==> config.mk <==
export PLATFORM = sky130hd
export DESIGN_NAME = uart_csr_bridge_flat
export DESIGN_NICKNAME = d
export VERILOG_FILES = /design/src/rtl/uart_csr_bridge_pkg.sv /design/src/rtl/uart_csr_bridge_if.sv /design/src/rtl/uart_bridge_phy.sv /design/src/rtl/uart_csr_bridge.sv /design/src/flat_wrapper.sv
export SDC_FILE = /design/constraint.sdc
export NUM_CORES = 1
export LEC_CHECK = 0
export CELL_PAD_IN_SITES_DETAIL_PLACEMENT = 0
export CELL_PAD_IN_SITES_GLOBAL_PLACEMENT = 1
export CORE_MARGIN = 2
export CORE_UTILIZATION = 39
export CTS_CLUSTER_DIAMETER = 60
export DETAILED_ROUTE_END_ITERATION = 6
export PLACE_DENSITY = 0.75
export SLEW_MARGIN = 10
export SYNTH_ARGS = -nofsm -noshare
export SYNTH_HDL_FRONTEND = slang
export SYNTH_SLANG_ARGS = --single-unit
==> constraint.sdc <==
create_clock -name sys_clk -period 2.35 [get_ports sys_clk]
set_input_delay 0.47 -clock sys_clk [delete_from_list [all_inputs] [get_ports sys_clk]]
set_output_delay 0.47 -clock sys_clk [all_outputs]
set_load 0.02 [all_outputs]
==> src/rtl/uart_csr_bridge_pkg.sv <==
// Shared constants, state encodings and packed types for the UART-to-CSR debug bridge.
// Holds the protocol byte codes, the FSM encodings, the latched CSR request and the baud divisor helper.
package uart_csr_bridge_pkg;

   localparam int CSR_AW = 15;
   localparam int CSR_DW = 32;

   localparam logic [7:0] CMD_WRITE = 8'h01;
   localparam logic [7:0] CMD_READ  = 8'h02;
   localparam logic [7:0] REPLY_ACK = 8'hAA;
   localparam logic [7:0] REPLY_NAK = 8'hEE;

   typedef enum logic [3:0] {
      ST_IDLE,
      ST_CMD_ADDR_H,
      ST_CMD_ADDR_L,
      ST_CMD_DATA,
      ST_EXEC_WR,
      ST_EXEC_RD,
      ST_RD_SAMPLE,
      ST_RESP
   } state_e;

   typedef enum logic [2:0] {
      RX_HUNT,
      RX_START,
      RX_DATA,
      RX_STOP,
      RX_WAIT_HI
   } rx_state_e;

   typedef enum logic [1:0] {
      TX_IDLE,
      TX_START,
      TX_DATA,
      TX_STOP
   } tx_state_e;

   typedef struct packed {
      logic [CSR_AW-1:0] addr;
      logic [CSR_DW-1:0] data;
   } csr_req_t;

   // Cycles per 16x oversampling tick; never below one so the PHY always advances.
   function automatic int unsigned calc_divisor(input int unsigned clk_freq, input int unsigned baud);
      int unsigned div;
      div = clk_freq / baud / 16;
      return (div == 0) ? 1 : div;
   endfunction

endpackage

==> src/rtl/uart_csr_bridge_if.sv <==
// CSR bus between the bridge (master) and the peripheral fabric (slave).
// Read data is expected one cycle after the address is presented.
interface uart_csr_bridge_if;
   import uart_csr_bridge_pkg::*;

   logic [CSR_AW-1:0] csr_a;
   logic              csr_we;
   logic [CSR_DW-1:0] csr_do;
   logic [CSR_DW-1:0] csr_di;

   modport master (output csr_a, output csr_we, output csr_do, input csr_di);
   modport slave  (input csr_a, input csr_we, input csr_do, output csr_di);

endinterface

==> src/rtl/uart_bridge_phy.sv <==
// 8N1 UART PHY: rx synchroniser, 16x tick, deserialiser (rx_done pulse) and serialiser (tx_done pulse).
// rx_done one cycle after the mid-stop sample; tx_wr accepted only while tx_idle_o, no queueing.
module uart_bridge_phy
   import uart_csr_bridge_pkg::*;
#(
   parameter int unsigned DIVISOR = 1
) (
   input  logic       clk_i,
   input  logic       rst_ni,
   input  logic       rx_i,
   output logic       tx_o,
   output logic [7:0] rx_data_o,
   output logic       rx_done_o,
   input  logic [7:0] tx_data_i,
   input  logic       tx_wr_i,
   output logic       tx_idle_o,
   output logic       tx_done_o
);

   localparam int unsigned DIV_W = (DIVISOR > 1) ? $clog2(DIVISOR) : 1;

   logic [DIV_W-1:0] div_q, div_d;
   logic             tick;
   logic             rx_meta_q, rx_sync_q;

   rx_state_e  rx_st_q, rx_st_d;
   logic [3:0] rx_os_q, rx_os_d;
   logic [2:0] rx_bit_q, rx_bit_d;
   logic [7:0] rx_sh_q, rx_sh_d;
   logic       rx_done_q, rx_done_d;

   tx_state_e  tx_st_q, tx_st_d;
   logic [3:0] tx_os_q, tx_os_d;
   logic [2:0] tx_bit_q, tx_bit_d;
   logic [7:0] tx_sh_q, tx_sh_d;
   logic       tx_q, tx_d;
   logic       tx_done_q, tx_done_d;

   always_comb begin
      tick  = (div_q == DIV_W'(DIVISOR - 1));
      div_d = tick ? '0 : div_q + 1'b1;
   end

   // A low stop bit leaves the line low; RX_WAIT_HI keeps that tail from looking like a new start.
   always_comb begin
      rx_st_d   = rx_st_q;
      rx_os_d   = rx_os_q;
      rx_bit_d  = rx_bit_q;
      rx_sh_d   = rx_sh_q;
      rx_done_d = 1'b0;
      case (rx_st_q)
         RX_HUNT: begin
            if (!rx_sync_q) begin
               rx_st_d = RX_START;
               rx_os_d = '0;
            end
         end
         RX_START: begin
            if (tick) begin
               if (rx_os_q == 4'd7) begin
                  rx_os_d  = '0;
                  rx_bit_d = '0;
                  rx_st_d  = rx_sync_q ? RX_HUNT : RX_DATA;
               end else begin
                  rx_os_d = rx_os_q + 4'd1;
               end
            end
         end
         RX_DATA: begin
            if (tick) begin
               if (rx_os_q == 4'd15) begin
                  rx_os_d = '0;
                  rx_sh_d = {rx_sync_q, rx_sh_q[7:1]};
                  if (rx_bit_q == 3'd7) rx_st_d = RX_STOP;
                  else                  rx_bit_d = rx_bit_q + 3'd1;
               end else begin
                  rx_os_d = rx_os_q + 4'd1;
               end
            end
         end
         RX_STOP: begin
            if (tick) begin
               if (rx_os_q == 4'd15) begin
                  rx_os_d = '0;
                  if (rx_sync_q) begin
                     rx_done_d = 1'b1;
                     rx_st_d   = RX_HUNT;
                  end else begin
                     rx_st_d = RX_WAIT_HI;
                  end
               end else begin
                  rx_os_d = rx_os_q + 4'd1;
               end
            end
         end
         RX_WAIT_HI: begin
            if (rx_sync_q) rx_st_d = RX_HUNT;
         end
         default: rx_st_d = RX_HUNT;
      endcase
   end

   always_comb begin
      tx_st_d   = tx_st_q;
      tx_os_d   = tx_os_q;
      tx_bit_d  = tx_bit_q;
      tx_sh_d   = tx_sh_q;
      tx_done_d = 1'b0;
      case (tx_st_q)
         TX_IDLE: begin
            if (tx_wr_i) begin
               tx_sh_d = tx_data_i;
               tx_os_d = '0;
               tx_st_d = TX_START;
            end
         end
         TX_START: begin
            if (tick) begin
               if (tx_os_q == 4'd15) begin
                  tx_os_d  = '0;
                  tx_bit_d = '0;
                  tx_st_d  = TX_DATA;
               end else begin
                  tx_os_d = tx_os_q + 4'd1;
               end
            end
         end
         TX_DATA: begin
            if (tick) begin
               if (tx_os_q == 4'd15) begin
                  tx_os_d = '0;
                  tx_sh_d = {1'b0, tx_sh_q[7:1]};
                  if (tx_bit_q == 3'd7) tx_st_d = TX_STOP;
                  else                  tx_bit_d = tx_bit_q + 3'd1;
               end else begin
                  tx_os_d = tx_os_q + 4'd1;
               end
            end
         end
         TX_STOP: begin
            if (tick) begin
               if (tx_os_q == 4'd15) begin
                  tx_os_d   = '0;
                  tx_st_d   = TX_IDLE;
                  tx_done_d = 1'b1;
               end else begin
                  tx_os_d = tx_os_q + 4'd1;
               end
            end
         end
         default: tx_st_d = TX_IDLE;
      endcase
      tx_d = (tx_st_d == TX_START) ? 1'b0 :
             (tx_st_d == TX_DATA)  ? tx_sh_d[0] : 1'b1;
   end

   always_ff @(posedge clk_i) begin
      if (!rst_ni) begin
         div_q     <= '0;
         rx_meta_q <= 1'b1;
         rx_sync_q <= 1'b1;
         rx_st_q   <= RX_HUNT;
         rx_os_q   <= '0;
         rx_bit_q  <= '0;
         rx_sh_q   <= '0;
         rx_done_q <= 1'b0;
         tx_st_q   <= TX_IDLE;
         tx_os_q   <= '0;
         tx_bit_q  <= '0;
         tx_sh_q   <= '0;
         tx_q      <= 1'b1;
         tx_done_q <= 1'b0;
      end else begin
         div_q     <= div_d;
         rx_meta_q <= rx_i;
         rx_sync_q <= rx_meta_q;
         rx_st_q   <= rx_st_d;
         rx_os_q   <= rx_os_d;
         rx_bit_q  <= rx_bit_d;
         rx_sh_q   <= rx_sh_d;
         rx_done_q <= rx_done_d;
         tx_st_q   <= tx_st_d;
         tx_os_q   <= tx_os_d;
         tx_bit_q  <= tx_bit_d;
         tx_sh_q   <= tx_sh_d;
         tx_q      <= tx_d;
         tx_done_q <= tx_done_d;
      end
   end

   assign rx_data_o = rx_sh_q;
   assign rx_done_o = rx_done_q;
   assign tx_o      = tx_q;
   assign tx_idle_o = (tx_st_q == TX_IDLE);
   assign tx_done_o = tx_done_q;

endmodule

==> src/rtl/uart_csr_bridge.sv <==
// UART-controlled CSR initiator: 01 AH AL D3..D0 writes (reply AA), 02 AH AL reads (reply 4 bytes), else reply EE.
// Bytes arriving while executing or replying are dropped; UART_CSR_BRIDGE_TIMEOUT_EN adds an inter-byte abort.
module uart_csr_bridge
   import uart_csr_bridge_pkg::*;
#(
   parameter int unsigned clk_freq = 100000000,
   parameter int unsigned baud     = 115200,
   parameter int unsigned timeout  = 1000000
) (
   input  logic              sys_clk,
   input  logic              sys_rst_n,
   input  logic              uart_rx,
   output logic              uart_tx,
   output logic              busy,
   uart_csr_bridge_if.master csr
);

   localparam int unsigned DIVISOR = calc_divisor(clk_freq, baud);

   logic [7:0] rx_data;
   logic       rx_done;
   logic       tx_wr;
   logic [7:0] tx_data;
   logic       tx_idle;
   logic       tx_done;
   logic       timeout_hit;

   state_e      state_q, state_d;
   logic        is_wr_q, is_wr_d;
   logic [14:0] addr_q, addr_d;
   logic [31:0] data_q, data_d;
   logic [1:0]  byte_cnt_q, byte_cnt_d;
   logic [2:0]  resp_cnt_q, resp_cnt_d;
   logic        tx_sent_q, tx_sent_d;
   csr_req_t    req_q, req_d;

   uart_bridge_phy #(
      .DIVISOR (DIVISOR)
   ) u_phy (
      .clk_i     (sys_clk),
      .rst_ni    (sys_rst_n),
      .rx_i      (uart_rx),
      .tx_o      (uart_tx),
      .rx_data_o (rx_data),
      .rx_done_o (rx_done),
      .tx_data_i (tx_data),
      .tx_wr_i   (tx_wr),
      .tx_idle_o (tx_idle),
      .tx_done_o (tx_done)
   );

   // data_q doubles as the reply buffer: the top byte is always the next one to send.
   always_comb begin
      state_d    = state_q;
      is_wr_d    = is_wr_q;
      addr_d     = addr_q;
      data_d     = data_q;
      byte_cnt_d = byte_cnt_q;
      resp_cnt_d = resp_cnt_q;
      tx_sent_d  = tx_sent_q;
      req_d      = req_q;
      tx_wr      = 1'b0;
      tx_data    = data_q[31:24];
      case (state_q)
         ST_IDLE: begin
            if (rx_done) begin
               if (rx_data == CMD_WRITE || rx_data == CMD_READ) begin
                  is_wr_d = (rx_data == CMD_WRITE);
                  state_d = ST_CMD_ADDR_H;
               end else begin
                  data_d     = {REPLY_NAK, 24'h0};
                  resp_cnt_d = 3'd1;
                  tx_sent_d  = 1'b0;
                  state_d    = ST_RESP;
               end
            end
         end
         ST_CMD_ADDR_H: begin
            if (rx_done) begin
               addr_d[14:8] = rx_data[6:0];
               state_d      = ST_CMD_ADDR_L;
            end
         end
         ST_CMD_ADDR_L: begin
            if (rx_done) begin
               addr_d[7:0] = rx_data;
               if (is_wr_q) begin
                  byte_cnt_d = '0;
                  state_d    = ST_CMD_DATA;
               end else begin
                  req_d.addr = {addr_q[14:8], rx_data};
                  state_d    = ST_EXEC_RD;
               end
            end
         end
         ST_CMD_DATA: begin
            if (rx_done) begin
               data_d = {data_q[23:0], rx_data};
               if (byte_cnt_q == 2'd3) begin
                  req_d.addr = addr_q;
                  req_d.data = {data_q[23:0], rx_data};
                  state_d    = ST_EXEC_WR;
               end else begin
                  byte_cnt_d = byte_cnt_q + 2'd1;
               end
            end
         end
         ST_EXEC_WR: begin
            data_d     = {REPLY_ACK, 24'h0};
            resp_cnt_d = 3'd1;
            tx_sent_d  = 1'b0;
            state_d    = ST_RESP;
         end
         ST_EXEC_RD: begin
            state_d = ST_RD_SAMPLE;
         end
         ST_RD_SAMPLE: begin
            data_d     = csr.csr_di;
            resp_cnt_d = 3'd4;
            tx_sent_d  = 1'b0;
            state_d    = ST_RESP;
         end
         ST_RESP: begin
            if (!tx_sent_q && tx_idle) begin
               tx_wr     = 1'b1;
               tx_sent_d = 1'b1;
            end
            if (tx_done) begin
               data_d    = {data_q[23:0], 8'h00};
               tx_sent_d = 1'b0;
               if (resp_cnt_q == 3'd1) state_d = ST_IDLE;
               else                    resp_cnt_d = resp_cnt_q - 3'd1;
            end
         end
         default: state_d = ST_IDLE;
      endcase
      if (timeout_hit) state_d = ST_IDLE;
   end

`ifdef UART_CSR_BRIDGE_TIMEOUT_EN
   localparam int unsigned TO_W = $clog2(timeout + 1);

   logic [TO_W-1:0] to_cnt_q, to_cnt_d;
   logic            in_cmd;

   always_comb begin
      in_cmd      = (state_q == ST_CMD_ADDR_H) || (state_q == ST_CMD_ADDR_L) ||
                    (state_q == ST_CMD_DATA);
      to_cnt_d    = '0;
      timeout_hit = 1'b0;
      if (in_cmd && !rx_done) begin
         if (to_cnt_q == TO_W'(timeout - 1)) timeout_hit = 1'b1;
         else                                to_cnt_d    = to_cnt_q + 1'b1;
      end
   end

   always_ff @(posedge sys_clk) begin
      if (!sys_rst_n) to_cnt_q <= '0;
      else            to_cnt_q <= to_cnt_d;
   end
`else
   logic timeout_unused;
   assign timeout_unused = (timeout != 0);
   assign timeout_hit    = 1'b0;
`endif

   always_ff @(posedge sys_clk) begin
      if (!sys_rst_n) begin
         state_q    <= ST_IDLE;
         is_wr_q    <= 1'b0;
         addr_q     <= '0;
         data_q     <= '0;
         byte_cnt_q <= '0;
         resp_cnt_q <= '0;
         tx_sent_q  <= 1'b0;
         req_q      <= '0;
      end else begin
         state_q    <= state_d;
         is_wr_q    <= is_wr_d;
         addr_q     <= addr_d;
         data_q     <= data_d;
         byte_cnt_q <= byte_cnt_d;
         resp_cnt_q <= resp_cnt_d;
         tx_sent_q  <= tx_sent_d;
         req_q      <= req_d;
      end
   end

   assign csr.csr_a  = req_q.addr;
   assign csr.csr_do = req_q.data;
   assign csr.csr_we = (state_q == ST_EXEC_WR);
   assign busy       = (state_q != ST_IDLE);

endmodule

==> src/flat_wrapper.sv <==
// flat-port wrapper written by rule: the top's interface ports become plain ports
module uart_csr_bridge_flat import uart_csr_bridge_pkg::*;
#(
   parameter int unsigned clk_freq = 100000000,
   parameter int unsigned baud     = 115200,
   parameter int unsigned timeout  = 1000000
)
  (sys_clk, sys_rst_n, uart_rx, uart_tx, busy, csr_csr_a, csr_csr_we, csr_csr_do, csr_csr_di);
  uart_csr_bridge_if csr_i ();
  input  logic sys_clk;
  input  logic sys_rst_n;
  input  logic uart_rx;
  output logic uart_tx;
  output logic busy;
  output wire logic [$bits(csr_i.csr_a)-1:0] csr_csr_a;
  output wire logic [$bits(csr_i.csr_we)-1:0] csr_csr_we;
  output wire logic [$bits(csr_i.csr_do)-1:0] csr_csr_do;
  input wire logic [$bits(csr_i.csr_di)-1:0] csr_csr_di;
  assign csr_csr_a = csr_i.csr_a;
  assign csr_csr_we = csr_i.csr_we;
  assign csr_csr_do = csr_i.csr_do;
  assign csr_i.csr_di = csr_csr_di;
  uart_csr_bridge #(.clk_freq(clk_freq), .baud(baud), .timeout(timeout)) u_core (.sys_clk(sys_clk), .sys_rst_n(sys_rst_n), .uart_rx(uart_rx), .uart_tx(uart_tx), .busy(busy), .csr(csr_i));
endmodule
### Word level (Yosys, flattened, before mapping)

Index checks and enable logic that the tools add are counted.

| storage, ports and cells | value |
|---|---|
| register bits | 151 |
| logic and storage cells | 216 |
| output and inout bits | 50 |
| input bits | 35 |

| cells by class | value |
|---|---|
| eq/ne operators | 57 |
| multiplexer cells | 88 |
| reductions and logical operators | 38 |
| bitwise operators | 1 |
| add/subtract/negate cells | 7 |

Operator list:

| operator | number |
|---|---|
| $pmux 32 s5 | 1 |
| $mux 32 | 4 |
| $mux 47 | 2 |
| $mux 3 | 26 |
| $mux 4 | 15 |
| $ne 2x2->1 const B | 24 |
| $mux 15 | 2 |
| $pmux 15 s2 | 1 |
| $pmux 4 s7 | 1 |
| $mux 2 | 13 |
| $mux 8 | 3 |
| $eq 4x3->1 const B | 5 |
| $reduce_and 5->1 | 4 |
| $pmux 8 s2 | 1 |
| $reduce_and 4->1 | 4 |
| $pmux 3 s5 | 1 |
| $ne 2x1->1 const B | 6 |
| $pmux 3 s2 | 2 |
| $pmux 3 s4 | 1 |
| $pmux 4 s3 | 1 |
| $reduce_and 3->1 | 4 |
| $reduce_and 6->1 | 2 |
| $mux 1 | 10 |
| $eq 3x3->1 const B | 3 |
| other kinds (36) | 55 |

### Logic depth before layout (Yosys ltp)

| depth | value |
|---|---|
| depth in word-level cells | 9 |
| gate-level depth with buffers | 8 |

### By module

A second synthesis with hierarchy kept.

| second synthesis, totals | value |
|---|---|
| cells, all modules | 768 |
| area total of the unflattened synthesis | 6661.4 µm² |

By module, submodules not included:

| module | times used | cells an instance | seq. area each (µm²) | area an instance (µm²) |
|---|---|---|---|---|
| uart_csr_bridge | 1 | 523 | 2082.0 | 4400.5 |
| uart_bridge_phy | 1 | 245 | 920.9 | 2260.9 |

### Worst setup path before layout

Ideal clock, no wire load.

| timing | value |
|---|---|
| path type | register to register |
| start | register u_core.u_phy.div_q[1] |
| end | register u_core.u_phy.tx_q, in the netlist u_core.u_phy.tx_o |
| clock period less this slack | 1.891 ns |
| path slack | 0.459 ns |
| arrival time | 1.758 ns |
| required time | 2.217 ns |
| stages on the path, launching flop included | 9 |
| path through | dfxtp_1 inv_1 ha_1 and4b_1 buf_4 nand3_4 mux2_1 a2111oi_0 o21ai_1 |

| between the ends | value |
|---|---|
| cells in the longest elaborated chain, start to end | 6 |
| elaborated cells on any way between the ends | 11 |

RTL lines:

| what | RTL line | RTL |
|---|---|---|
| start: declaration | uart_bridge_phy.sv:22 | `logic [DIV_W-1:0] div_q, div_d;` |
| start signal: assignment | uart_bridge_phy.sv:174 | `div_q <= div_d;` |
| $eq 6x6->1 * | uart_bridge_phy.sv:40 | `tick = (div_q == DIV_W'(DIVISOR - 1));` |
| $mux 2, on equally long branches | uart_bridge_phy.sv:141, uart_bridge_phy.sv:118, uart_bridge_phy.sv:129 |  |
| $pmux 2 s4 | uart_bridge_phy.sv:109 | `case (tx_st_q)` |
| $eq 2x2->1 | uart_bridge_phy.sv:154 | `(tx_st_d == TX_DATA) ? tx_sh_d[0] : 1'b1;` |
| $mux 1 | uart_bridge_phy.sv:154 |  |
| $mux 1 * | uart_bridge_phy.sv:153 | `tx_d = (tx_st_d == TX_START) ? 1'b0 :` |
| end signal: assignment | uart_bridge_phy.sv:186 | `tx_q <= tx_d;` |
| end: declaration | uart_bridge_phy.sv:36 | `logic tx_q, tx_d;` |

Mark *: on every way between the ends. The rest lies on a longest branch, timed or not. The select of a mux whose other input is x is not followed.
A chain may end at the register's enable or synchronous reset.

### Final worst setup path

| timing | value |
|---|---|
| start | register u_core.state_q[0] |
| end | output port busy |

| between the ends | value |
|---|---|
| cells in the longest elaborated chain, start to end | 1 |

RTL lines:

| what | RTL line | RTL |
|---|---|---|
| start: declaration | uart_csr_bridge.sv:28 | `state_e state_q, state_d;` |
| start signal: assignment | uart_csr_bridge.sv:178 | `state_q <= state_d;` |
| $reduce_bool 4->1 | uart_csr_bridge.sv:192 | `assign busy = (state_q != ST_IDLE);` |
| end: declaration | flat_wrapper.sv:14 | `output logic busy;` |

No other way between the ends.

==> results_tabular.tex <==
\begin{tabular}{lr}
\hline
Metric & Value \\
\hline
\multicolumn{2}{l}{\textbf{Synthesis}} \\
Flops \& latches, synth & 150 \\
Most used flip-flop cell after synthesis & dfxtp\_1 \\
Synthesized cell area & 6750 µm² \\
Syn avg cell area & 9.20 µm² \\
Number of warnings reported in the yosys synthesis log & 0 \\
Sequential area share after synthesis & 44.5\% \\
Number of synthesized flops with an enable pin & 0 \\
Post-synth net total & 780 \\
Ys async rst share & 0\% \\
Unique masters post-synth & 69 \\
Post-synthesis cell count & 734 \\
\multicolumn{2}{l}{\textbf{CTS}} \\
CTS tree & done \\
Reg clk slew, reported paths & 0.06 ns \\
Post-cts hold buffer count & 0 \\
Post-CTS setup buffer count & 0 \\
Clock network latency to the later pin of the worst-skew pair & 0.41 ns \\
Number of buffers added by the clock tree synthesis step & 17 \\
CTS Sinks & 150 \\
Deepest clock path buffer count & 2 \\
\# H-tree levels & 4 \\
CTS root buffer & clkbuf\_16 \\
\multicolumn{2}{l}{\textbf{Global routing}} \\
First-pass GRT wire length & 26300 µm \\
Grt total ovfl & 0 \\
Number of global-route vias before repair & 5357 \\
Initial antenna violation count & 0 \\
Total GRT Usage & 17.9\% \\
Maximum number of pins on one net before global-route repair & 65 \\
\multicolumn{2}{l}{\textbf{Routing}} \\
Detailed-routed wire length on met2 & 7470 µm \\
Routed vias & 5452 \\
Highest routing layer actually used & met4 \\
Via-to-Cell Ratio & 5.25 \\
Number of remaining DRC errors & 0 \\
Met1 Routed Length & 7620 µm \\
Aggregate routed wire length & 16000 µm \\
Number of iterations in the first detailed-routing pass & 5 \\
Met3 WL post-DR & 691 µm \\
Avg WL per Cell & 15.4 µm \\
Number of routed nets with antenna violations & 0 \\
Initial drt markers & 353 \\
\multicolumn{2}{l}{\textbf{Timing}} \\
Final-layout setup total negative slack & 0 ns \\
Worst path setup slack after routing & 0.217 ns \\
Share of the cycle needed by the critical path after routing & 90.8\% \\
Final Max Slew Viols & 0 \\
Setup repair after global routing missed its margin & no \\
Clock Skews & 0.00723 ns \\
Maximum frequency from static timing analysis & 469 MHz \\
Final setup violation count & 0 \\
Worst slew margin & 31.4\% \\
Number of failing hold endpoints at the final stage & 0 \\
Worst Max-Slew Pin Slew & 1.02 ns \\
Minimum clock period after layout & 2.13 ns \\
\multicolumn{2}{l}{\textbf{Die}} \\
Die height & 136 µm \\
Area of the placeable core & 17100 µm² \\
Chip width & 136 µm \\
Standard-cell rows & 48 \\
Starting Density & 39.4\% \\
Area of the die & 18400 µm² \\
Total I/O pin count & 85 \\
\multicolumn{2}{l}{\textbf{Final layout}} \\
Ant. Diodes & 0 \\
Layout cells sized above 1 & 8.49\% \\
Most common library cell in the layout ignoring fill and taps & dfxtp\_1 \\
Commonest cells after routing, fill and taps aside & dfxtp\_1 (149), nand2\_1 (120), clkdlybuf4s50\_1 (81), nor2b\_1 (49), a21boi\_1 (41) \\
Area of all placed cells without fillers & 8470 µm² \\
Final net count & 847 \\
Layout overhead on the synthesized area & 25.4\% \\
\multicolumn{2}{l}{\textbf{Worst setup path}} \\
Maximum net fanout on the critical path & 9 \\
CP endpoint kind & output pin \\
Crit path max-delay cell type & dfxtp\_1 \\
Critical path class & reg -> out \\
List of cells traversed by the critical path & buf\_4 > nor3\_1 > inv\_1 > dlygate4sd2\_1 \\
Kind of start point of the critical path & flip-flop \\
Data arrival time of the critical path & 1.66 ns \\
Slowest cell delay on critical path & 0.35 ns \\
Data required, critical path & 1.88 ns \\
\multicolumn{2}{l}{\textbf{Run status}} \\
Result of the run & finished, final reports clean \\
\multicolumn{2}{l}{\textbf{Placement}} \\
Post-place instance area & 7830 µm² \\
Weighted congestion at the end of routability-driven global placement & 0.790 \\
Final HPWL DP & 10900 µm \\
Worst setup slack after placement & 0.160 ns \\
Port Buffers & 84 \\
\multicolumn{2}{l}{\textbf{Power}} \\
Static power due to leakage & 3.36 nW \\
Cell Pwr Density & 666 nW/µm² \\
Worst-case vdd ir drop & 0.501 mV \\
\multicolumn{2}{l}{\textbf{Worst hold path}} \\
Type of the tightest min-delay check & reg -> reg \\
\multicolumn{2}{l}{\textbf{Job}} \\
Max-capacitance violation count & 0 \\
\hline
\end{tabular}
## synth_stat cells, drive strengths merged (3+ instances only)
master	n	area share (%)
o211a	38	5.6
o21a	3	0.33
o21ai	16	1.2
and3	5	0.46
and2	8	0.74
nor3	7	0.59
nand2	120	6.7
nand4b	4	0.52
a21oi	10	0.74
nand2b	10	0.93
xnor2	4	0.52
a21boi	42	4.7
xor2	4	0.52
nor3b	3	0.33
inv	9	0.50
nor2b	50	4.6
a222oi	6	0.89
dfxtp	150	44
nor2	28	1.6
nand3	19	1.7
buf	18	1.6
a22oi	39	4.3
o21bai	4	0.50
nor4	4	0.78
clkbuf	41	2.3
nand4	8	0.83
ha	11	2.0
o22ai	7	0.65
mux2i	32	4.7
or2	3	0.28
## cell families after synthesis
kind of cell	Yosys count	share of synthesized area [%]
flip-flops	150	44.5
AND/OR/NAND/NOR	278	21.2
multiplexers	34	5.08
XOR/XNOR	8	1.04
AO/OA/AOI/OAI	185	21.7
adder cells (fa/ha/maj)	11	2.04
buffers and inverters	68	4.45
## flip-flops by register name, indices dropped and copies added, names as in the netlist, 4 cells and up
signal                  flops
u_core.addr_q              15
u_core.csr.csr_a           15
u_core.csr.csr_do          32
u_core.data_q              32
u_core.u_phy.div_q          6
u_core.u_phy.rx_data_o      8
u_core.u_phy.rx_os_q        4
u_core.u_phy.tx_os_q        4
u_core.u_phy.tx_sh_q        8
## final cells by class
type / count / area, µm²
Multi-Input combinational cell: 516 / 3450
Timing Repair Buffer: 107 / 1060
Clock inverter: 13 / 205
Sequential cell: 150 / 3000
Tap cell: 225 / 282
Fill cell: 1607 / 8650
Inverter: 9 / 33.8
Clock buffer: 18 / 429
## final timing paths
| check | start | endpoint | slack (ns) | cells past startpoint |
|---|---|---|---|---|
| worst max register to register | u_core.u_phy.tx_os_q[0] | u_core.u_phy.tx_o | 0.26 | 6 |
| worst min register to register | u_core.u_phy.rx_meta_q | u_core.u_phy.rx_sync_q | 0.41 | 1 |
| worst max-delay path | u_core.state_q[0] | busy | 0.22 | 4 |
| worst min-delay path | u_core.u_phy.rx_meta_q | u_core.u_phy.rx_sync_q | 0.41 | 1 |
## metal layers
metal | up-vias | track usage [%]
met5 | - | 0
met2 | 105 | 28.8
met1 | 2589 | 23.7
li1 | 2747 | -
met4 | 0 | 5.50
met3 | 11 | 4.30
## repair_timing
item,4_1_cts,5_1_grt
setup endpoints to repair,2,6
gates resized for setup,2,2
cloned,0,0
## stage by stage
stage,total power (W),hold WS [ns],std cells,utilization [%]
floorplan,0.00269,0.386,734,-
global placement,0.00277,0.402,1007,45.7
detailed placement,0.00278,0.399,1007,45.7
CTS,0.00572,0.414,1038,49.5
global route,0.00584,0.437,1038,49.5
finish,0.00564,0.407,1038,49.5
## power breakdown
part	switching, W	total, W	internal, W
sequential	0.0000115	0.00256	0.00255
clock	0.00105	0.00292	0.00188
combinational	0.0000659	0.000156	0.0000897
## critical path: cells and delay by family (launching register included)
| family | cells | cell delay (ns) |
|---|---|---|
| buf+inv | 3 | 0.64 |
| flops | 1 | 0.35 |
| simple gates | 1 | 0.26 |
Note: power is estimated with default switching activity, not from simulation.
